**src/rtl/stop_watch_lap_buf.sv**
```systemverilog
// mm:ss.cc stopwatch with debounced buttons, a circular lap buffer and a lap review mode.
// Optional AUTO_RANGE_EN: show ss.cc on the display while the shown time is below one minute.
module stop_watch_lap_buf #(
  parameter int CLK_FREQ_HZ   = 100_000_000,
  parameter int LAP_DEPTH     = 4,
  parameter int DEBOUNCE_BITS = 17,
  localparam int LCW          = $clog2(LAP_DEPTH + 1)
) (
  input  logic            clk,
  input  logic            reset_n,
  input  logic [2:0]      btn,
  output logic [15:0]     value,
  output logic [3:0]      dp_mask,
  output logic [23:0]     time_bcd,
  output logic            running,
  output logic            review,
  output logic            overflow,
  output logic [LCW-1:0]  lap_count,
  output logic [LCW-1:0]  lap_sel
);

  localparam int PRE_MAX = CLK_FREQ_HZ / 100 - 1;
  localparam int PRE_W   = (PRE_MAX > 0) ? $clog2(PRE_MAX + 1) : 1;
  localparam int PW      = (LAP_DEPTH > 1) ? $clog2(LAP_DEPTH) : 1;
  localparam logic [23:0] TIME_MAX = 24'h595999;

  typedef enum logic [1:0] {ST_IDLE, ST_RUN, ST_STOP, ST_REVIEW} state_t;

  logic [2:0]               sync1_q, sync1_d, sync2_q, sync2_d;
  logic [DEBOUNCE_BITS-1:0] div_q, div_d;
  logic [2:0]               smp_q, smp_d, lvl_q, lvl_d, lvl_dly_q, lvl_dly_d;
  state_t                   state_q, state_d;
  logic [PRE_W-1:0]         pre_q, pre_d;
  logic [23:0]              time_q, time_d;
  logic                     ovf_q, ovf_d;
  logic [PW-1:0]            wr_ptr_q, wr_ptr_d, rev_ptr_q, rev_ptr_d;
  logic [LCW-1:0]           cnt_q, cnt_d, sel_q, sel_d;
  logic [15:0]              value_q, value_d;
  logic [3:0]               dp_q, dp_d;
  logic                     running_q, running_d, review_q, review_d;

  logic [23:0] lap_mem [LAP_DEPTH];
  logic [23:0] lap_rd;
  logic [23:0] src;
  logic        lap_we;
  logic        strobe, tick, sat;
  logic [2:0]  agree, pulse;
  logic        do_clr, do_start, do_lap, go_idle;

  function automatic logic [PW-1:0] ptr_inc(input logic [PW-1:0] p);
    return (p == PW'(LAP_DEPTH - 1)) ? '0 : p + 1'b1;
  endfunction

  function automatic logic [PW-1:0] ptr_dec(input logic [PW-1:0] p);
    return (p == '0) ? PW'(LAP_DEPTH - 1) : p - 1'b1;
  endfunction

  // Ripple a +1 through c1,c10,s1,s10,m1,m10; tens of seconds/minutes wrap at 5.
  function automatic logic [23:0] bcd_inc(input logic [23:0] t);
    logic [23:0] r;
    logic        carry;
    logic [3:0]  lim;
    r     = t;
    carry = 1'b1;
    for (int i = 0; i < 6; i++) begin
      lim = (i == 3 || i == 5) ? 4'd5 : 4'd9;
      if (carry) begin
        if (r[i*4 +: 4] == lim) begin
          r[i*4 +: 4] = 4'd0;
        end else begin
          r[i*4 +: 4] = r[i*4 +: 4] + 4'd1;
          carry       = 1'b0;
        end
      end
    end
    return r;
  endfunction

  always_ff @(posedge clk) begin
    if (lap_we) begin
      lap_mem[wr_ptr_q] <= time_q;
    end
  end

  assign lap_rd = lap_mem[rev_ptr_q];

  // Debounce: a level is accepted once two consecutive samples agree.
  always_comb begin
    sync1_d   = btn;
    sync2_d   = sync1_q;
    div_d     = div_q + 1'b1;
    strobe    = &div_q;
    agree     = ~(sync2_q ^ smp_q);
    smp_d     = strobe ? sync2_q : smp_q;
    lvl_d     = strobe ? ((agree & sync2_q) | (~agree & lvl_q)) : lvl_q;
    lvl_dly_d = lvl_q;
    pulse     = lvl_q & ~lvl_dly_q;
    do_clr    = pulse[2];
    do_start  = pulse[0] & ~pulse[2];
    do_lap    = pulse[1] & ~pulse[2] & ~pulse[0];
  end

  always_comb begin
    state_d   = state_q;
    pre_d     = pre_q;
    time_d    = time_q;
    ovf_d     = ovf_q;
    wr_ptr_d  = wr_ptr_q;
    rev_ptr_d = rev_ptr_q;
    cnt_d     = cnt_q;
    sel_d     = sel_q;
    lap_we    = 1'b0;
    go_idle   = 1'b0;
    sat       = (time_q == TIME_MAX);
    tick      = (state_q == ST_RUN) && (pre_q == PRE_W'(PRE_MAX));

    if (state_q == ST_RUN) begin
      pre_d = tick ? '0 : pre_q + 1'b1;
    end

    case (state_q)
      ST_IDLE: begin
        if (do_start) state_d = ST_RUN;
      end
      ST_RUN: begin
        if (do_lap) begin
          lap_we   = 1'b1;
          wr_ptr_d = ptr_inc(wr_ptr_q);
          if (cnt_q != LCW'(LAP_DEPTH)) cnt_d = cnt_q + 1'b1;
        end
        if (tick) begin
          if (sat) begin
            ovf_d   = 1'b1;
            state_d = ST_STOP;
          end else begin
            time_d = bcd_inc(time_q);
          end
        end
        if (do_start) state_d = ST_STOP;
      end
      ST_STOP: begin
        if (do_clr) begin
          go_idle = 1'b1;
        end else if (do_start) begin
          if (!ovf_q) state_d = ST_RUN;
        end else if (do_lap && cnt_q != '0) begin
          state_d   = ST_REVIEW;
          sel_d     = cnt_q;
          rev_ptr_d = ptr_dec(wr_ptr_q);
        end
      end
      ST_REVIEW: begin
        if (do_clr) begin
          go_idle = 1'b1;
        end else if (do_start) begin
          if (!ovf_q) begin
            state_d = ST_RUN;
            sel_d   = '0;
          end
        end else if (do_lap) begin
          if (sel_q == LCW'(1)) begin
            state_d = ST_STOP;
            sel_d   = '0;
          end else begin
            sel_d     = sel_q - 1'b1;
            rev_ptr_d = ptr_dec(rev_ptr_q);
          end
        end
      end
      default: state_d = ST_IDLE;
    endcase

    if (go_idle) begin
      state_d  = ST_IDLE;
      pre_d    = '0;
      time_d   = '0;
      ovf_d    = 1'b0;
      wr_ptr_d = '0;
      cnt_d    = '0;
      sel_d    = '0;
    end
  end

  // Display follows the registered source, so value trails it by one clock.
  always_comb begin
    src     = (state_q == ST_REVIEW) ? lap_rd : time_q;
    value_d = src[23:8];
`ifdef AUTO_RANGE_EN
    if (src[23:16] == 8'h00) value_d = src[15:0];
`endif
    dp_d      = 4'b0100;
    running_d = (state_d == ST_RUN);
    review_d  = (state_d == ST_REVIEW);
  end

  always_ff @(posedge clk or negedge reset_n) begin
    if (!reset_n) begin
      sync1_q   <= '0;
      sync2_q   <= '0;
      div_q     <= '0;
      smp_q     <= '0;
      lvl_q     <= '0;
      lvl_dly_q <= '0;
      state_q   <= ST_IDLE;
      pre_q     <= '0;
      time_q    <= '0;
      ovf_q     <= 1'b0;
      wr_ptr_q  <= '0;
      rev_ptr_q <= '0;
      cnt_q     <= '0;
      sel_q     <= '0;
      value_q   <= '0;
      dp_q      <= '0;
      running_q <= 1'b0;
      review_q  <= 1'b0;
    end else begin
      sync1_q   <= sync1_d;
      sync2_q   <= sync2_d;
      div_q     <= div_d;
      smp_q     <= smp_d;
      lvl_q     <= lvl_d;
      lvl_dly_q <= lvl_dly_d;
      state_q   <= state_d;
      pre_q     <= pre_d;
      time_q    <= time_d;
      ovf_q     <= ovf_d;
      wr_ptr_q  <= wr_ptr_d;
      rev_ptr_q <= rev_ptr_d;
      cnt_q     <= cnt_d;
      sel_q     <= sel_d;
      value_q   <= value_d;
      dp_q      <= dp_d;
      running_q <= running_d;
      review_q  <= review_d;
    end
  end

  assign value     = value_q;
  assign dp_mask   = dp_q;
  assign time_bcd  = time_q;
  assign running   = running_q;
  assign review    = review_q;
  assign overflow  = ovf_q;
  assign lap_count = cnt_q;
  assign lap_sel   = sel_q;

endmodule

```
**config.mk**
```make
export PLATFORM = sky130hd
export DESIGN_NAME = stop_watch_lap_buf
export DESIGN_NICKNAME = d
export VERILOG_FILES = /design/src/rtl/stop_watch_lap_buf.sv
export SDC_FILE = /design/constraint.sdc
export NUM_CORES = 1
export LEC_CHECK = 0
export ABC_AREA = 1
export CAP_MARGIN = 0
export CELL_PAD_IN_SITES_DETAIL_PLACEMENT = 0
export CELL_PAD_IN_SITES_GLOBAL_PLACEMENT = 1
export CORE_AREA = 2 2 101 201
export DETAILED_ROUTE_END_ITERATION = 6
export DIE_AREA = 0 0 103 203
export PLACE_DENSITY = 0.85
export SLEW_MARGIN = 5
export SYNTH_ARGS = -nofsm -noshare
export SYNTH_HDL_FRONTEND = slang
export SYNTH_SLANG_ARGS = --single-unit
```
**constraint.sdc**
```tcl
create_clock -name clk -period 2.1 [get_ports clk]
set_input_delay 0.42 -clock clk [delete_from_list [all_inputs] [get_ports clk]]
set_output_delay 0.42 -clock clk [all_outputs]
set_load 0.02 [all_outputs]
```
==> results of run 1 <==
[power by group through the flow]
stage | registers (mW) | clock network [mW] | logic [mW]
global placement | 3.54 | 0 | 0.0686
finish | 3.47 | 3.31 | 0.0666
CTS | 3.47 | 3.36 | 0.0708
global route | 3.47 | 3.50 | 0.0779
detailed placement | 3.54 | 0 | 0.0694
floorplan | 3.54 | 0 | 0.00909
[cell type report]
| cell class | instances | area (µm²) | share of cell area, % |
|---|---|---|---|
| multi-input cells | 510 | 2820 | 28.7 |
| flip-flops and latches | 172 | 4620 | 47.1 |
| clock inverters | 14 | 183 | 1.86 |
| inverters | 105 | 399 | 4.07 |
| clock buffers | 18 | 429 | 4.38 |
| repair buffers | 109 | 1030 | 10.5 |
| well taps | 259 | 324 | 3.30 |
[worst max-delay path, cell delays in order (launching register included)]
cell	delay, ps
dfrtp_1	390
ha_4	160
nand3_4	90
nor3_4	190
nand3_2	130
nor3_4	230
nand3_2	140
buf_4	160
buf_4	120
buf_4	120
buf_4	120
buf_4	120
xor2_1	130
[how the worst min path moves through the flow]
stage                               from                         end  cells after the start
finish              sync1_q[0]$_DFF_PN0_        sync2_q[0]$_DFF_PN0_                      0
global route        sync1_q[0]$_DFF_PN0_        sync2_q[0]$_DFF_PN0_                      0
CTS                 sync1_q[0]$_DFF_PN0_        sync2_q[0]$_DFF_PN0_                      0
detailed placement  sync1_q[0]$_DFF_PN0_        sync2_q[0]$_DFF_PN0_                      0
global placement    sync1_q[2]$_DFF_PN0_        sync2_q[2]$_DFF_PN0_                      0
floorplan                        reset_n  asynchronous set/reset pin                      0
[cell families (layout without fill, tap and decap cells)]
family / after synthesis / count (layout)
simple gates: 320 / 320
flops: 172 / 172
compound gates: 148 / 148
buf+inv: 127 / 246
xor+xnor: 25 / 25
fa+ha+maj: 12 / 12
other cells: 2 / 4
mux: 1 / 1
[stage by stage]
| stage | utilization [%] | instance area (µm²) | TNS, ps | std cells | hold WS (ps) |
|---|---|---|---|---|---|
| floorplan | - | 7850 | 0 | 809 | 124 |
| global placement | 46.8 | 9030 | 0 | 1146 | 334 |
| detailed placement | 46.8 | 9030 | -249 | 1146 | 338 |
| CTS | 50.3 | 9690 | 0 | 1182 | 353 |
| global route | 50.9 | 9810 | -1010 | 1187 | 353 |
| finish | 50.9 | 9810 | -333 | 1187 | 350 |
[registers in the layout, indices dropped and copies added (netlist names), named ones only]
| register | count |
|---|---|
| smp_q | 3 |
| review | 1 |
| overflow | 1 |
| lap_mem | 64 |
| pre_q | 20 |
| lap_sel | 3 |
| time_bcd | 24 |
| sync1_q | 3 |
| running | 1 |
| lvl_dly_q | 3 |
| state_q | 2 |
| lap_count | 3 |
| dp_mask | 1 |
| sync2_q | 3 |
| wr_ptr_q | 2 |
| rev_ptr_q | 2 |
| value | 16 |
| div_q | 17 |
[layer usage]
| metal | track usage [%] | vias to the layer above |
|---|---|---|
| li1 | - | 2875 |
| met2 | 34.4 | 101 |
| met1 | 18.6 | 2834 |
| met3 | 3.51 | 28 |
| met5 | 0 | - |
| met4 | 9.35 | 0 |
[repair_timing]
action | 4_1_cts | 5_1_grt
endpoints found under the setup margin | 4 | 11
gates cloned | 0 | 0
pin swaps | 1 | 8
endpoints found under the hold margin | 29 | 0
gates resized for setup | 6 | 17
setup buffers | 3 | 5
hold buffers | 1 | 0
[cells in the mapped netlist (2+ instances only)]
cell | n | area share (%)
a211oi_1 | 2 | 0.19
a21oi_1 | 21 | 1.3
a31oi_1 | 6 | 0.48
buf_1 | 2 | 0.096
buf_2 | 6 | 0.38
buf_4 | 5 | 0.48
clkbuf_1 | 9 | 0.43
conb_1 | 2 | 0.096
dfrtp_1 | 108 | 34
edfxtp_1 | 64 | 24
ha_1 | 12 | 1.9
inv_1 | 97 | 4.6
inv_2 | 7 | 0.33
nand2_1 | 142 | 6.8
nand2_2 | 5 | 0.40
nand2_4 | 2 | 0.29
nand3_1 | 36 | 2.3
nand3_2 | 3 | 0.38
nand4_1 | 14 | 1.1
nor2_1 | 83 | 4.0
nor2_2 | 8 | 0.64
nor2_4 | 6 | 0.86
nor2_8 | 2 | 0.51
nor3_1 | 10 | 0.64
nor3_2 | 3 | 0.38
o211ai_1 | 2 | 0.19
o21ai_0 | 77 | 4.9
o21ai_1 | 11 | 0.70
o22ai_1 | 19 | 1.5
o31ai_1 | 5 | 0.48
xnor2_1 | 2 | 0.22
xor2_1 | 23 | 2.6
==> results.cfg, run 1 <==
[place]
pre_cts_ws_ps = -111
portBuffers = 54
place_hpwl_um = 12700
place.gp.congestion = 0.863

[timing]
finClkSkew_ps = 9.55
finalMaxSlewViolations = 0
setup_viol = 4
fin_crit_ps = 2230
finalWorstSetupSlack_ps = -128
fmax_mhz = 449
final_hold_viol_count = 0
fin_crit_sh_pct = 106
rsz0062_at_grt = true

[detailed_routing]
detail-route-antenna-nets = 0
routed_wl_um = 17900
highest_layer = met4
first_pass_iters = 4
wl_met2_um = 10300
route.met3.wl_um = 497
drtIter0Drc = 230
vias = 5838
wl_met1_um = 6480
drc_errors = 0
wl_per_cell_um = 15.1
post_drt_via_cell_ratio = 4.92

[synthesis]
postSynthCellCount = 807
synth-simple-area-share_pct = 19.2
syn_area_um2 = 7850
synth_top_family_by_area = simple AND/OR/NAND/NOR gates
synth-seq-area-share_pct = 58.9
synth_mux_area_share_pct = 0.128
synth_edf_count = 64
ys_types = 45
postSynth.asyncResetShare_pct = 62.8
ys_warn_count = 0
synth_fa_ha_area_share_pct = 1.91
post_synth_xor_area_fraction_pct = 2.79
synth-seq-cells = 172
synth_compound_area_share_pct = 10.5
synth_ff_type = dfrtp_1
avgSynthCellArea_um2 = 9.72

[clock_tree]
clock-sinks = 172
clkSlewWorstSetupHoldPaths_ps = 70
tritoncts = built
htree_levels = 4
numCtsBuffers = 17
worstSkewPairLatency_ps = 420
cts.path.max_buffers = 2
root_buffer = clkbuf_16

[outcome]
status = finished with violations
violations = setup timing

[layout]
fill_cells = 1785
layout-drive-gt1-share_pct = 15.1
layout.nets = 932
area_growth_syn_to_layout_pct = 25.0
diodes = 0
final_cell_mix = 141 x nand2_1, 108 x dfrtp_1, 96 x inv_1, 81 x nor2_1, 74 x o21ai_0
layout_commonest_cell = nand2_1

[global_routing]
grt_max_degree = 42
antenna_found_initial = 0
overflow = 0
grt_use_total_pct = 18.4
grt_pass1_vias = 5994
grt_pass1_wl_um = 29400

[pwr]
p_sw_mw = 1.45
total_power_mw = 6.84
intPower_mw = 5.39
clkPwrFrac_pct = 48.3
power_density_nw_per_um2 = 698
p_leak_nw = 4.11
ir_worst_vdd_mv = 0.484
p_seq_share_pct = 50.7
comb_power_share_pct = 1.0
swShare_pct = 21.2

[setup_path]
worstPathRequired_ps = 2410
setup.worst_path.end_class = flip-flop
r2r_slack_ps = -130
path_class = flip-flop to flip-flop
cp_max_fo = 2
endpoint = div_q[14]$_DFF_PN0_
rr_worst_depth = 12
crit_path_start_kind = flip-flop
rr_endpoint = div_q[14]$_DFF_PN0_
r2r-start = div_q[0]$_DFF_PN0_
arrival_ps = 2540
startpoint = div_q[0]$_DFF_PN0_

[floorplan]
start_util_pct = 40.7
fp.coreArea_um2 = 19300
fp.dieW_um = 103
die_area_um2 = 20900
die_h_um = 203
io_pins = 58
row_count = 72

[job]
cap_violations = 0

[worst_hold_path]
hold_path_class = flip-flop to flip-flop
(Power assumes the default switching activity.)
==> inputs of run 2 (changes only) <==
Settings changed: SLEW_MARGIN 5 to 0.
==> results of run 2 <==
The final DEF is identical to that of run 1; final timing and power are the same.
==> edit, RTL diff (flow settings as in run 1) <==
The localparam `TIME_MAX` goes from 24'h595999 to 24'h400000.
--- a/src/rtl/stop_watch_lap_buf.sv
+++ b/src/rtl/stop_watch_lap_buf.sv
@@ -22,7 +22,7 @@
   localparam int PRE_MAX = CLK_FREQ_HZ / 100 - 1;
   localparam int PRE_W   = (PRE_MAX > 0) ? $clog2(PRE_MAX + 1) : 1;
   localparam int PW      = (LAP_DEPTH > 1) ? $clog2(LAP_DEPTH) : 1;
-  localparam logic [23:0] TIME_MAX = 24'h595999;
+  localparam logic [23:0] TIME_MAX = 24'h400000;
 
   typedef enum logic [1:0] {ST_IDLE, ST_RUN, ST_STOP, ST_REVIEW} state_t;
 
Function: no difference found for any inputs over 10 cycles, from zero or initial values and one cycle with reset_n low; that may be too few to reach the edited logic, so the function may still have changed.
==> edit against run 1 <==
  * Via count down 1.1%
  * Total power is 3.0% lower
  * Setup slack better by 0.17 ns
  * First-iteration DRC count is 34% higher
  * Sequential cell count is the same
  * Final cell count down 2.1%
  * Design area is 3.4% lower
  * Count of clock-buffer cells in the layout is the same
  * Critical path depth decreased by 11
  * Routed wire length about the same
  * Synthesized area shrank 0.40%
  * Fmax rose by 8.4%
==> edit: results (changes against run 1) <==
- Outcome: complete, no violations
- # H-tree levels: 4 (unchanged)
- Buffer type at the clock tree root: clkbuf_16
- Vias in the first global route: 5,995 (+0.017%)
- Internal power: 5240 µW (-2.8%)
- Number of enable flip-flop cells after synthesis: 64 (unchanged)
- Largest net degree at the start of global routing: 57 (+36%)
- FF-to-FF Start: div_q[1]$_DFF_PN0_
- R2R cell count: 10 (-2)
- Worst reg2reg setup slack: 0.08 ns (+0.21 ns)
- Worst skew pair latency: 0.43 ns
- Final antenna diode count: 0 (unchanged)
- CP max stage delay: 0.68 ns (+0.29 ns)
- CP max FO: 10 (+8)
- Top delay family on crit path: buffers and inverters
- Clk slew on worst S/H paths: 0.07 ns (about the same)
- CP Data Arrival Time: 1.64 ns (-0.90 ns)
- Gr usage total: 18.4% (about the same)
- Clk_skew: 0.00706 ns (-0.00249 ns)
- CP max-delay cell: clkdlybuf4s50_1
- Initial antenna violation count: 0 (unchanged)
- Share of cells above drive strength 1: 11.2% (-3.9 points)
- Global-route wire length before repair: 29.2 mm (-0.58%)
- Top cells by area, synth: dfrtp_1 (35%), edfxtp_1 (25%), nand2_1 (7.0%)
- CTS Buffer Depth: 2 (unchanged)
- Sequential-to-total area share from yosys stat: 59.2% (+0.24 points)
- Iter 0 DRT Violations: 309 (+34%)
- Port Buf Inserts: 54 (unchanged)
- Setup crit start: time_bcd[17]$_DFFE_PN0P_
- Post-DP Area: 0.00884 mm² (-2.1%)
- IR drop worst, VDD: 0.000566 V (+17%)
- Commonest cells in the netlist: nand2_1 (146), dfrtp_1 (108), nor2_1 (106)
- Max reg flops: 64 (unchanged)
- Post-DP HPWL: 12.8 mm (+0.90%)
- Netlist cell types: 42 (-6.7%)
- Class of the worst hold path: flip-flop to flip-flop
- Pleak: 0.00395 µW (-3.9%)
- Per-cell routed wire length: 15.4 µm (+2.1%)
- Via count: 5,771 (-1.1%)
- Filler cells: 1,861 (+4.3%)
- Remaining DRCs: 0 (unchanged)
- Cells after Synth: 807 (unchanged)
- Min-delay src: sync1_q[0]$_DFF_PN0_
- Nets@finish: 907 (-2.7%)
- DRT Pass-1 Iters: 5 (+1)
- WHS: 0.348 ns (-0.00208 ns)
- Routability cong.: 0.806 (-6.6%)
- Post-synth ARST share: 62.8% (unchanged)
- Setup crit end: time_bcd[17]
- Main synth FF type: dfrtp_1
edit: kinds of logic after synthesis:
family	synth area share, %
fa+ha+maj	1.92
xor+xnor	3.36
buf+inv	5.43
compound gates	10.6
other cells	0.0961
simple gates	19.4
flops	59.2
edit: power groups by stage:
stage               Sequential [µW]  Clock, µW  Combinational, µW
floorplan                      3540          0               9.09
global placement               3540          0               64.2
detailed placement             3540          0               65.2
CTS                            3470       3170               66.5
global route                   3470       3310               72.8
finish                         3470       3100               62.6
edit: worst min-delay path by stage:
stage                                 endpoint  cells past startpoint
finish                    sync2_q[0]$_DFF_PN0_                      0
CTS                       sync2_q[0]$_DFF_PN0_                      0
floorplan           asynchronous set/reset pin                      0
global placement          sync2_q[1]$_DFF_PN0_                      0
detailed placement        sync2_q[0]$_DFF_PN0_                      0
global route              sync2_q[0]$_DFF_PN0_                      0
edit: area by class of cell:
type | instances | area [µm²] | share of cell area (%)
Clock buffer | 18 | 429 | 4.53
Tap cell | 259 | 324 | 3.42
Inverter | 83 | 312 | 3.29
Clock inverter | 14 | 145 | 1.53
Timing Repair Buffer | 84 | 833 | 8.79
Multi-Input combinational cell | 532 | 2800 | 29.6
Sequential cell | 172 | 4630 | 48.9
edit: per-stage QoR:
step | utilization (%) | instances | TNS [ns] | setup slack, ns | total power [µW]
after floorplan | - | 809 | 0 | 0.00470 | 3550
after global placement | 45.8 | 1127 | 0 | 0.0705 | 3600
after detailed placement | 45.8 | 1127 | -0.0104 | -0.0104 | 3600
after CTS | 48.9 | 1160 | 0 | 0.00773 | 6700
after global routing | 49.1 | 1162 | -0.142 | -0.0641 | 6850
final | 49.1 | 1162 | 0 | 0.0446 | 6630
edit: worst register-to-register path, stage by stage, from the launching register on:
cell,delay [ns]
dfrtp_1,0.38
ha_2,0.20
nand3_2,0.09
nor2_2,0.11
nand4_1,0.12
nand3b_1,0.23
nor4_2,0.17
ha_2,0.30
inv_1,0.07
o31ai_2,0.18
inv_1,0.06
edit: routing by layer:
metal / wire [µm] / GRT usage (%) / share of wire [%] / vias up
met5: 0 / 0 / 0 / -
li1: - / - / - / 2853
met4: 526 / 8.18 / 2.9 / 0
met2: 10700 / 35.9 / 60 / 87
met1: 6140 / 17.5 / 34 / 2804
met3: 550 / 3.79 / 3.1 / 27
edit: repair_timing:
action | in CTS | in global routing
setup buffers | 0 | 2
endpoints found under the hold margin | 23 | 0
pin swaps | 0 | 1
gates resized for setup | 3 | 13
endpoints found under the setup margin | 3 | 9
hold buffers | 1 | 0
